### config.mk
export PLATFORM = sky130hd
export DESIGN_NAME = mem_arbiter_flat
export DESIGN_NICKNAME = d
export VERILOG_FILES = /design/src/rtl/mem_arbiter_pkg.sv /design/src/rtl/mem_arbiter_if.sv /design/src/rtl/mem_arb_rr.sv /design/src/rtl/mem_arbiter.sv /design/src/flat_wrapper.sv
export SDC_FILE = /design/constraint.sdc
export NUM_CORES = 1
export LEC_CHECK = 0
export BUFFER_PORTS_ARGS = -buffer_cell sky130_fd_sc_hd__buf_2
export CORE_AREA = 10 10 120 122
export CTS_CLUSTER_DIAMETER = 80
export DETAILED_ROUTE_END_ITERATION = 10
export DIE_AREA = 0 0 130 132
export GPL_ROUTABILITY_DRIVEN = 0
export PLACE_DENSITY = 0.89
export SLEW_MARGIN = 0
export SYNTH_ARGS = -nofsm -noshare
export SYNTH_HDL_FRONTEND = slang
export SYNTH_SLANG_ARGS = --single-unit
### constraint.sdc
create_clock -name clk -period 3.2 [get_ports clk]
set_input_delay 0.32 -clock clk [delete_from_list [all_inputs] [get_ports clk]]
set_output_delay 0.32 -clock clk [all_outputs]
set_load 0.03 [all_outputs]
### src/rtl/mem_arbiter_pkg.sv
`default_nettype none
// ============================================================================
// Module      : mem_arb_pkg
// Description : Shared types and helpers for the unified-memory arbiter.
// Revision    : 1.0
// ============================================================================
package mem_arb_pkg;

    typedef enum logic [1:0] {
        IDLE   = 2'd0,
        ACCESS = 2'd1,
        RESP   = 2'd2
    } arb_state_t;

    typedef enum logic {
        REQ_C = 1'b0,
        REQ_D = 1'b1
    } requester_t;

    localparam int DEFAULT_TIMEOUT = 16;
    localparam int TIMEOUT_CNT_W   = $clog2(DEFAULT_TIMEOUT + 1);

    // A disabled timeout still needs a one-bit counter to keep widths legal.
    function automatic int cnt_width(input int timeout);
        return (timeout < 1) ? 1 : $clog2(timeout + 1);
    endfunction

endpackage
`default_nettype wire

### src/rtl/mem_arbiter_if.sv
`default_nettype none
// ============================================================================
// Module      : mem_arbiter_if
// Description : Requester, memory and status signals of the memory arbiter.
// Revision    : 1.0
// ============================================================================
interface mem_arbiter_if #(
    parameter int ADDR_W = 32,
    parameter int DATA_W = 32
);
    logic              c_req;
    logic              c_we;
    logic [ADDR_W-1:0] c_addr;
    logic [DATA_W-1:0] c_wdata;
    logic              c_gnt;
    logic              c_done;
    logic              c_err;
    logic [DATA_W-1:0] c_rdata;

    logic              d_req;
    logic              d_we;
    logic [ADDR_W-1:0] d_addr;
    logic [DATA_W-1:0] d_wdata;
    logic              d_gnt;
    logic              d_done;
    logic              d_err;
    logic [DATA_W-1:0] d_rdata;

    logic              mem_en;
    logic              mem_we;
    logic [ADDR_W-1:0] mem_addr;
    logic [DATA_W-1:0] mem_wdata;
    logic [DATA_W-1:0] mem_rdata;
    logic              mem_ready;

    logic              busy;

    modport slave (
        input  c_req, c_we, c_addr, c_wdata,
        input  d_req, d_we, d_addr, d_wdata,
        input  mem_rdata, mem_ready,
        output c_gnt, c_done, c_err, c_rdata,
        output d_gnt, d_done, d_err, d_rdata,
        output mem_en, mem_we, mem_addr, mem_wdata,
        output busy
    );

    modport master (
        output c_req, c_we, c_addr, c_wdata,
        output d_req, d_we, d_addr, d_wdata,
        output mem_rdata, mem_ready,
        input  c_gnt, c_done, c_err, c_rdata,
        input  d_gnt, d_done, d_err, d_rdata,
        input  mem_en, mem_we, mem_addr, mem_wdata,
        input  busy
    );
endinterface
`default_nettype wire

### src/rtl/mem_arb_rr.sv
`default_nettype none
// ============================================================================
// Module      : mem_arb_rr
// Description : Two-way round-robin picker; the pointer lives in the parent.
// Revision    : 1.0
// ============================================================================
module mem_arb_rr
    import mem_arb_pkg::*;
(
    input  logic       c_req,
    input  logic       d_req,
    input  requester_t last,
    output requester_t winner
);

    always_comb begin
        winner = REQ_C;
        if (c_req && d_req) begin
            if (last == REQ_C) begin
                winner = REQ_D;
            end
        end else if (d_req) begin
            winner = REQ_D;
        end
    end

endmodule
`default_nettype wire

### src/rtl/mem_arbiter.sv
`default_nettype none
// ============================================================================
// Module      : mem_arbiter
// Description : Core/debug arbiter for the unified memory with ready/timeout.
// Revision    : 1.0
// ============================================================================
module mem_arbiter
    import mem_arb_pkg::*;
#(
    parameter int ADDR_W  = 32,
    parameter int DATA_W  = 32,
    parameter int TIMEOUT = DEFAULT_TIMEOUT
)(
    input  logic         clk,
    input  logic         reset,
    mem_arbiter_if.slave bus
);

    localparam int                CNT_W        = cnt_width(TIMEOUT);
    localparam logic [CNT_W-1:0]  TIMEOUT_LAST = CNT_W'(TIMEOUT - 1);

    arb_state_t        state_q, state_d;
    requester_t        owner_q, owner_d;
    requester_t        last_q,  last_d;
    logic              we_q,    we_d;
    logic [ADDR_W-1:0] addr_q,  addr_d;
    logic [DATA_W-1:0] wdata_q, wdata_d;
    logic [CNT_W-1:0]  cnt_q,   cnt_d;
    logic [DATA_W-1:0] rdata_q, rdata_d;
    logic              err_q,   err_d;
    requester_t        winner;

    mem_arb_rr u_rr (
        .c_req  (bus.c_req),
        .d_req  (bus.d_req),
        .last   (last_q),
        .winner (winner)
    );

    always_comb begin
        state_d = state_q;
        owner_d = owner_q;
        last_d  = last_q;
        we_d    = we_q;
        addr_d  = addr_q;
        wdata_d = wdata_q;
        cnt_d   = cnt_q;
        rdata_d = rdata_q;
        err_d   = err_q;
        case (state_q)
            IDLE: begin
                if (bus.c_req || bus.d_req) begin
                    owner_d = winner;
                    cnt_d   = '0;
                    state_d = ACCESS;
                    if (winner == REQ_D) begin
                        we_d    = bus.d_we;
                        addr_d  = bus.d_addr;
                        wdata_d = bus.d_wdata;
                    end else begin
                        we_d    = bus.c_we;
                        addr_d  = bus.c_addr;
                        wdata_d = bus.c_wdata;
                    end
                end
            end
            ACCESS: begin
                cnt_d = cnt_q + CNT_W'(1);
                // Ready is checked first so a late ready still beats the timeout.
                if (bus.mem_ready) begin
                    rdata_d = we_q ? '0 : bus.mem_rdata;
                    err_d   = 1'b0;
                    state_d = RESP;
                end else if ((TIMEOUT != 0) && (cnt_q == TIMEOUT_LAST)) begin
                    rdata_d = '0;
                    err_d   = 1'b1;
                    state_d = RESP;
                end
            end
            RESP: begin
                last_d  = owner_q;
                cnt_d   = '0;
                state_d = IDLE;
            end
            default: state_d = IDLE;
        endcase
    end

    always_ff @(posedge clk) begin
        if (!reset) begin
            state_q <= IDLE;
            owner_q <= REQ_C;
            last_q  <= REQ_D;
            we_q    <= 1'b0;
            addr_q  <= '0;
            wdata_q <= '0;
            cnt_q   <= '0;
            rdata_q <= '0;
            err_q   <= 1'b0;
        end else begin
            state_q <= state_d;
            owner_q <= owner_d;
            last_q  <= last_d;
            we_q    <= we_d;
            addr_q  <= addr_d;
            wdata_q <= wdata_d;
            cnt_q   <= cnt_d;
            rdata_q <= rdata_d;
            err_q   <= err_d;
        end
    end

    logic in_access, in_resp, own_c, own_d;
    assign in_access = (state_q == ACCESS);
    assign in_resp   = (state_q == RESP);
    assign own_c     = (owner_q == REQ_C);
    assign own_d     = (owner_q == REQ_D);

    assign bus.c_gnt   = in_access && own_c;
    assign bus.c_done  = in_resp && own_c;
    assign bus.c_err   = in_resp && own_c && err_q;
    assign bus.c_rdata = (in_resp && own_c) ? rdata_q : '0;

    assign bus.d_gnt   = in_access && own_d;
    assign bus.d_done  = in_resp && own_d;
    assign bus.d_err   = in_resp && own_d && err_q;
    assign bus.d_rdata = (in_resp && own_d) ? rdata_q : '0;

    assign bus.mem_en    = in_access;
    assign bus.mem_we    = in_access && we_q;
    assign bus.mem_addr  = in_access ? addr_q  : '0;
    assign bus.mem_wdata = in_access ? wdata_q : '0;
    assign bus.busy      = (state_q != IDLE);

endmodule
`default_nettype wire

### src/flat_wrapper.sv
// flat-port wrapper written by rule: the top's interface ports become plain ports
module mem_arbiter_flat import mem_arb_pkg::*;
#(
    parameter int ADDR_W  = 32,
    parameter int DATA_W  = 32,
    parameter int TIMEOUT = DEFAULT_TIMEOUT
)
  (clk, reset, bus_c_req, bus_c_we, bus_c_addr, bus_c_wdata, bus_d_req, bus_d_we, bus_d_addr, bus_d_wdata, bus_mem_rdata, bus_mem_ready, bus_c_gnt, bus_c_done, bus_c_err, bus_c_rdata, bus_d_gnt, bus_d_done, bus_d_err, bus_d_rdata, bus_mem_en, bus_mem_we, bus_mem_addr, bus_mem_wdata, bus_busy);
  mem_arbiter_if #(.ADDR_W(ADDR_W), .DATA_W(DATA_W)) bus_i ();
  input  logic clk;
  input  logic reset;
  input wire logic [$bits(bus_i.c_req)-1:0] bus_c_req;
  input wire logic [$bits(bus_i.c_we)-1:0] bus_c_we;
  input wire logic [$bits(bus_i.c_addr)-1:0] bus_c_addr;
  input wire logic [$bits(bus_i.c_wdata)-1:0] bus_c_wdata;
  input wire logic [$bits(bus_i.d_req)-1:0] bus_d_req;
  input wire logic [$bits(bus_i.d_we)-1:0] bus_d_we;
  input wire logic [$bits(bus_i.d_addr)-1:0] bus_d_addr;
  input wire logic [$bits(bus_i.d_wdata)-1:0] bus_d_wdata;
  input wire logic [$bits(bus_i.mem_rdata)-1:0] bus_mem_rdata;
  input wire logic [$bits(bus_i.mem_ready)-1:0] bus_mem_ready;
  output wire logic [$bits(bus_i.c_gnt)-1:0] bus_c_gnt;
  output wire logic [$bits(bus_i.c_done)-1:0] bus_c_done;
  output wire logic [$bits(bus_i.c_err)-1:0] bus_c_err;
  output wire logic [$bits(bus_i.c_rdata)-1:0] bus_c_rdata;
  output wire logic [$bits(bus_i.d_gnt)-1:0] bus_d_gnt;
  output wire logic [$bits(bus_i.d_done)-1:0] bus_d_done;
  output wire logic [$bits(bus_i.d_err)-1:0] bus_d_err;
  output wire logic [$bits(bus_i.d_rdata)-1:0] bus_d_rdata;
  output wire logic [$bits(bus_i.mem_en)-1:0] bus_mem_en;
  output wire logic [$bits(bus_i.mem_we)-1:0] bus_mem_we;
  output wire logic [$bits(bus_i.mem_addr)-1:0] bus_mem_addr;
  output wire logic [$bits(bus_i.mem_wdata)-1:0] bus_mem_wdata;
  output wire logic [$bits(bus_i.busy)-1:0] bus_busy;
  assign bus_i.c_req = bus_c_req;
  assign bus_i.c_we = bus_c_we;
  assign bus_i.c_addr = bus_c_addr;
  assign bus_i.c_wdata = bus_c_wdata;
  assign bus_i.d_req = bus_d_req;
  assign bus_i.d_we = bus_d_we;
  assign bus_i.d_addr = bus_d_addr;
  assign bus_i.d_wdata = bus_d_wdata;
  assign bus_i.mem_rdata = bus_mem_rdata;
  assign bus_i.mem_ready = bus_mem_ready;
  assign bus_c_gnt = bus_i.c_gnt;
  assign bus_c_done = bus_i.c_done;
  assign bus_c_err = bus_i.c_err;
  assign bus_c_rdata = bus_i.c_rdata;
  assign bus_d_gnt = bus_i.d_gnt;
  assign bus_d_done = bus_i.d_done;
  assign bus_d_err = bus_i.d_err;
  assign bus_d_rdata = bus_i.d_rdata;
  assign bus_mem_en = bus_i.mem_en;
  assign bus_mem_we = bus_i.mem_we;
  assign bus_mem_addr = bus_i.mem_addr;
  assign bus_mem_wdata = bus_i.mem_wdata;
  assign bus_busy = bus_i.busy;
  mem_arbiter #(.ADDR_W(ADDR_W), .DATA_W(DATA_W), .TIMEOUT(TIMEOUT)) u_core (.clk(clk), .reset(reset), .bus(bus_i));
endmodule
; ---- Word level (Yosys, flattened, before mapping)
; Index checks and enable logic that the tools add are counted.
[totals]
ff_bits = 107
in_bits = 167
out_inout_bits = 137
word_cells = 54
[classes]
addsub = 1
n_eq_ne = 5
mux = 21
bitwise_logic = 1
n_reduce_logical = 17
[op_table]
columns = op, count
row1 = $mux W32, 9
row2 = $pmux W5 S3, 1
row3 = $logic_and A1 B1 Y1, 8
row4 = $reduce_and A2 Y1, 4
row5 = $mux W1, 6
row6 = $mux W2, 3
row7 = $add A5 B1 Y5 const B, 1
row8 = $eq A5 B4 Y1 const B, 1
row9 = $mux W5, 1
row10 = $pmux W2 S2, 1
row11 = $reduce_bool A2 Y1, 2
row12 = $ne A3 B3 Y1 const B, 1
row13 = $reduce_bool A3 Y1, 1
row14 = $eq A2 B1 Y1 const B, 1
row15 = $eq A2 B2 Y1 const B, 1
row16 = $logic_not A2 Y1, 1
row17 = $ne A2 B1 Y1 const B, 1
row18 = $logic_or A1 B1 Y1, 1
row19 = $not A1 Y1, 1

; ---- Logic depth before layout (Yosys ltp)
[logic_depth]
word_depth = 4
mapped_depth = 8
depth_no_buf = 6

; ---- Modules after synthesis
; From an unflattened synthesis, not the netlist that was laid out.
[unflattened]
hier_cells = 658
area_unflattened_um2 = 5740.5
[modules_own_cells]
columns = module, instances, cells_each, area_per_inst_um2, seq_area_each_um2
row1 = mem_arbiter, 1, 657, 5729.2, 2142.1
row2 = mem_arb_rr, 1, 1, 11.3, 0.0

; ---- Least setup slack after synthesis
; No wires, ideal clock.
[synth_timing]
path_kind = reg-to-output
start = register u_core.state_q[0]
end = output port bus_c_rdata[22]
arrival_time_ns = 1.427
required_ns = 2.880
setup_slack_ns = 1.453
path_stages_with_launch = 6
n_path_buf = 2
cell_sequence = dfxtp_1 > buf_4 > nand2b_1 > nor2_1 > buf_2 > and2_1
[synth_via]
elab_chain_cells = 3
[synth_lines]
columns = item, line_no
row1 = start: declaration, mem_arbiter.sv:22  ; arb_state_t state_q, state_d;
row2 = start signal: assignment, mem_arbiter.sv:101  ; state_q <= state_d;
row3 = $eq A2 B2 Y1, mem_arbiter.sv:115  ; assign in_resp = (state_q == RESP);
row4 = $logic_and A1 B1 Y1, --
row5 = net bus_c_done, flat_wrapper.sv:23  ; output wire logic [$bits(bus_i.c_done)-1:0] bus_c_done;
row6 = $mux W32, mem_arbiter.sv:122  ; assign bus.c_rdata = (in_resp && own_c) ? rdata_q : '0;
row7 = end: declaration, flat_wrapper.sv:25  ; output wire logic [$bits(bus_i.c_rdata)-1:0] bus_c_rdata;
; The timed path passes the listed nets, and every way through them passes these cells.

; ---- Final worst setup path
[layout_timing]
start = register u_core.state_q[1]
end = output port bus_mem_addr[3]
[layout_via]
elab_chain_cells = 2
[layout_lines]
columns = item, line_no
row1 = $eq A2 B1 Y1, mem_arbiter.sv:114  ; assign in_access = (state_q == ACCESS);
row2 = $mux W32, mem_arbiter.sv:131  ; assign bus.mem_addr = in_access ? addr_q : '0;
row3 = end: declaration, flat_wrapper.sv:32  ; output wire logic [$bits(bus_i.mem_addr)-1:0] bus_mem_addr;
; No other way between the ends.

==> run metrics <==
Worst Hold Path Cells 3; Resized Gates After CTS 0; Buffers on Ports 303; area grow syn2layout 29.6%; H-tree levels 3; Synth Register Bits around 110; GRT busiest layer met2; P per Cell Area approximately 460 nW/um^2; latest clock arrival within the worst-skew pair between 0.3 and 0.4 ns; synthesized area ~5700 um^2; M2 GR Usage between 30% and 40%; first-pass GRT wire length around 31000 um; CP Data Arrival Time around 2.5 ns; HP Class primary input to register; std cell rows 40; share of layout cells above drive strength 1 35.1%; dpl cell area slightly above 7000 um^2; Max Cap Violations 0; largest net degree at the start of global routing 82; Yosys cell types 39; CTS root buf clkbuf_16; Worst Setup End Kind output port; IO Count between 300 and 400; DP HPWL approximately 15000 um; Routed Antenna Nets 0; vias in the first global route ~6100; Mapped Nets ~900; Post CTS Setup Buffer Count 0; average cell area after synthesis around 7.9 um^2; GRT overflow 0; drt first-iter violations 360; outcome completed; met3 GRT Util under 10%; Fin Setup TNS 0 ns; Num CTS Buffers 9; CTS tree done; Hold Slack 0.237 ns; skew final 0.0101 ns; Req. time, crit path ~2.9 ns; Die Area about 17000 um^2; core area between 10000 and 15000 um^2; Worst R2R Setup Slack roughly 0.88 ns; Slew Limit Headroom about two fifths; final period utilization 88.1%; ys flop type dfxtp_1; achievable frequency ~0.35 GHz; largest area contributor in the netlist dfxtp_1; Post-route DRC 0; asr flop ratio synth 0%; DIE WIDTH roughly 130 um; worst slew pin tran a little under 0.9 ns; routed wire length around 20000 um; top cells by area, synth dfxtp_1 37%, and2_1 14%, a311oi_1 9.9%, a21oi_1 9.0%, nand2_1 8.9%; final net count 1145; Detailed Routing Iterations Pass 1 8; Hold-fix buffers, CTS 0; CTS clk-pin slew, worst paths roughly 0.070 ns; Worst IR Drop VDD approximately 250 uV; sequential fraction of the synthesis area between 30% and 40%; Worst Path Max Fanout 81; Die Span Y about 130 um; final non-filler cell area about 7400 um^2; Avg Vias per Cell roughly 5.6; number of synthesized flops with an enable pin 0; depth of the worst register-to-register path 5; Yosys top cell area share between 30% and 40%; crit path time final between 2 and 3 ns; GRT met1 Usage 24.1%; RSZ-0062 raised after global routing false; Routed WL per cell 17.8 um; CTS max path bufs 2; Mapped Cells approximately 730; commonest cells in the synthesized netlist 135 x nand2_1, 132 x and2_1, 107 x dfxtp_1; Tot GR Track Use 21.9%; final hold vios 0; CTS sink count 107; initial antenna violation count 0; count leader, synth nand2_1; crit start category register; fin util roughly 62%; Ys Warns 0; Static Leak ~3.6 nW; Design Power between 3 and 4 mW; Max Transition Viols Final 0; final setup violation count 0; routed vias around 6300; class of the most critical setup path register to output port; starting density of the core about 48%
## cells in the final DEF (no fill, tap or decap), types with 2 or more instances in the layout
master,synthesis,final
a21oi_1,103,103
a311oi_1,65,65
and2_1,132,132
buf_2,28,303
buf_4,12,16
clkbuf_16,0,9
clkbuf_8,0,2
clkinv_2,1,3
dfxtp_1,107,107
diode_2,0,2
ha_1,2,2
inv_1,3,2
inv_2,1,2
nand2_1,135,135
nand3_1,3,3
nand4b_1,32,32
nor2_1,7,5
nor3_1,2,2
o21ai_0,33,33
o21ai_1,2,2
## metal layers
| layer | part of all wire, % | routed length (um) |
|---|---|---|
| met5 | 0 | 0 |
| met4 | 2.2 | 453 |
| met3 | 12 | 2320 |
| met2 | 49 | 9900 |
| met1 | 37 | 7480 |
## final cells by class
class                   count  area [um^2]
fillers                  1052         4490
multi-input cells         534         3120
flip-flops and latches    107         2140
repair buffers            319         1640
clock buffers              12          256
well taps                 147          184
clock inverters             4         48.8
inverters                   5         20.0
diodes                      2         5.00
## where the power goes
part	switching, mW	internal, mW	leakage [nW]
registers	0.0789	1.45	0.881
logic	0.466	0.285	2.53
clock network	0.487	0.649	0.153
total	1.03	2.38	3.56
## sequential cells by signal, indices dropped and copies added (netlist names)
name	count
u_core.addr_q	32
u_core.err_q	1
u_core.wdata_q	32
u_core.last_q	1
u_core.rdata_q	32
u_core.own_d	1
u_core.cnt_q	5
u_core.state_q	2
u_core.we_q	1
## per-stage QoR
| step | setup slack, ns | instances |
|---|---|---|
| final | 0.380 | 1130 |
| after global routing | 0.163 | 1128 |
| after detailed placement | 0.746 | 1112 |
| after global placement | 0.817 | 1112 |
| after CTS | 0.355 | 1128 |
| after floorplan | 1.45 | 728 |
## path summary, 6_finish.rpt
path,start,to
setup / recovery,u_core.state_q[1]$_SDFFE_PN0P_,bus_mem_addr[3]
hold / removal,bus_c_addr[21],u_core.addr_q[21]$_SDFFE_PN0P_
setup reg to reg,u_core.state_q[1]$_SDFFE_PN0P_,u_core.rdata_q[11]$_SDFFE_PN0P_
hold reg to reg,u_core.rdata_q[6]$_SDFFE_PN0P_,u_core.rdata_q[6]$_SDFFE_PN0P_
## worst max-delay path, stage by stage (launching register included)
cell      delay [ns]
dfxtp_1         0.59
nand2b_4        0.22
clkinv_2        0.67
and2_1          0.48
buf_2           0.19
## cells by family after synthesis
group	after synthesis	synth area share, %
buffers and inverters	87	8.29
adder cells (fa/ha/maj)	2	0.437
flip-flops	107	37.4
AND/OR/NAND/NOR	322	30.8
AO/OA/AOI/OAI	210	23.1
Power figures use the tool's default switching activity.
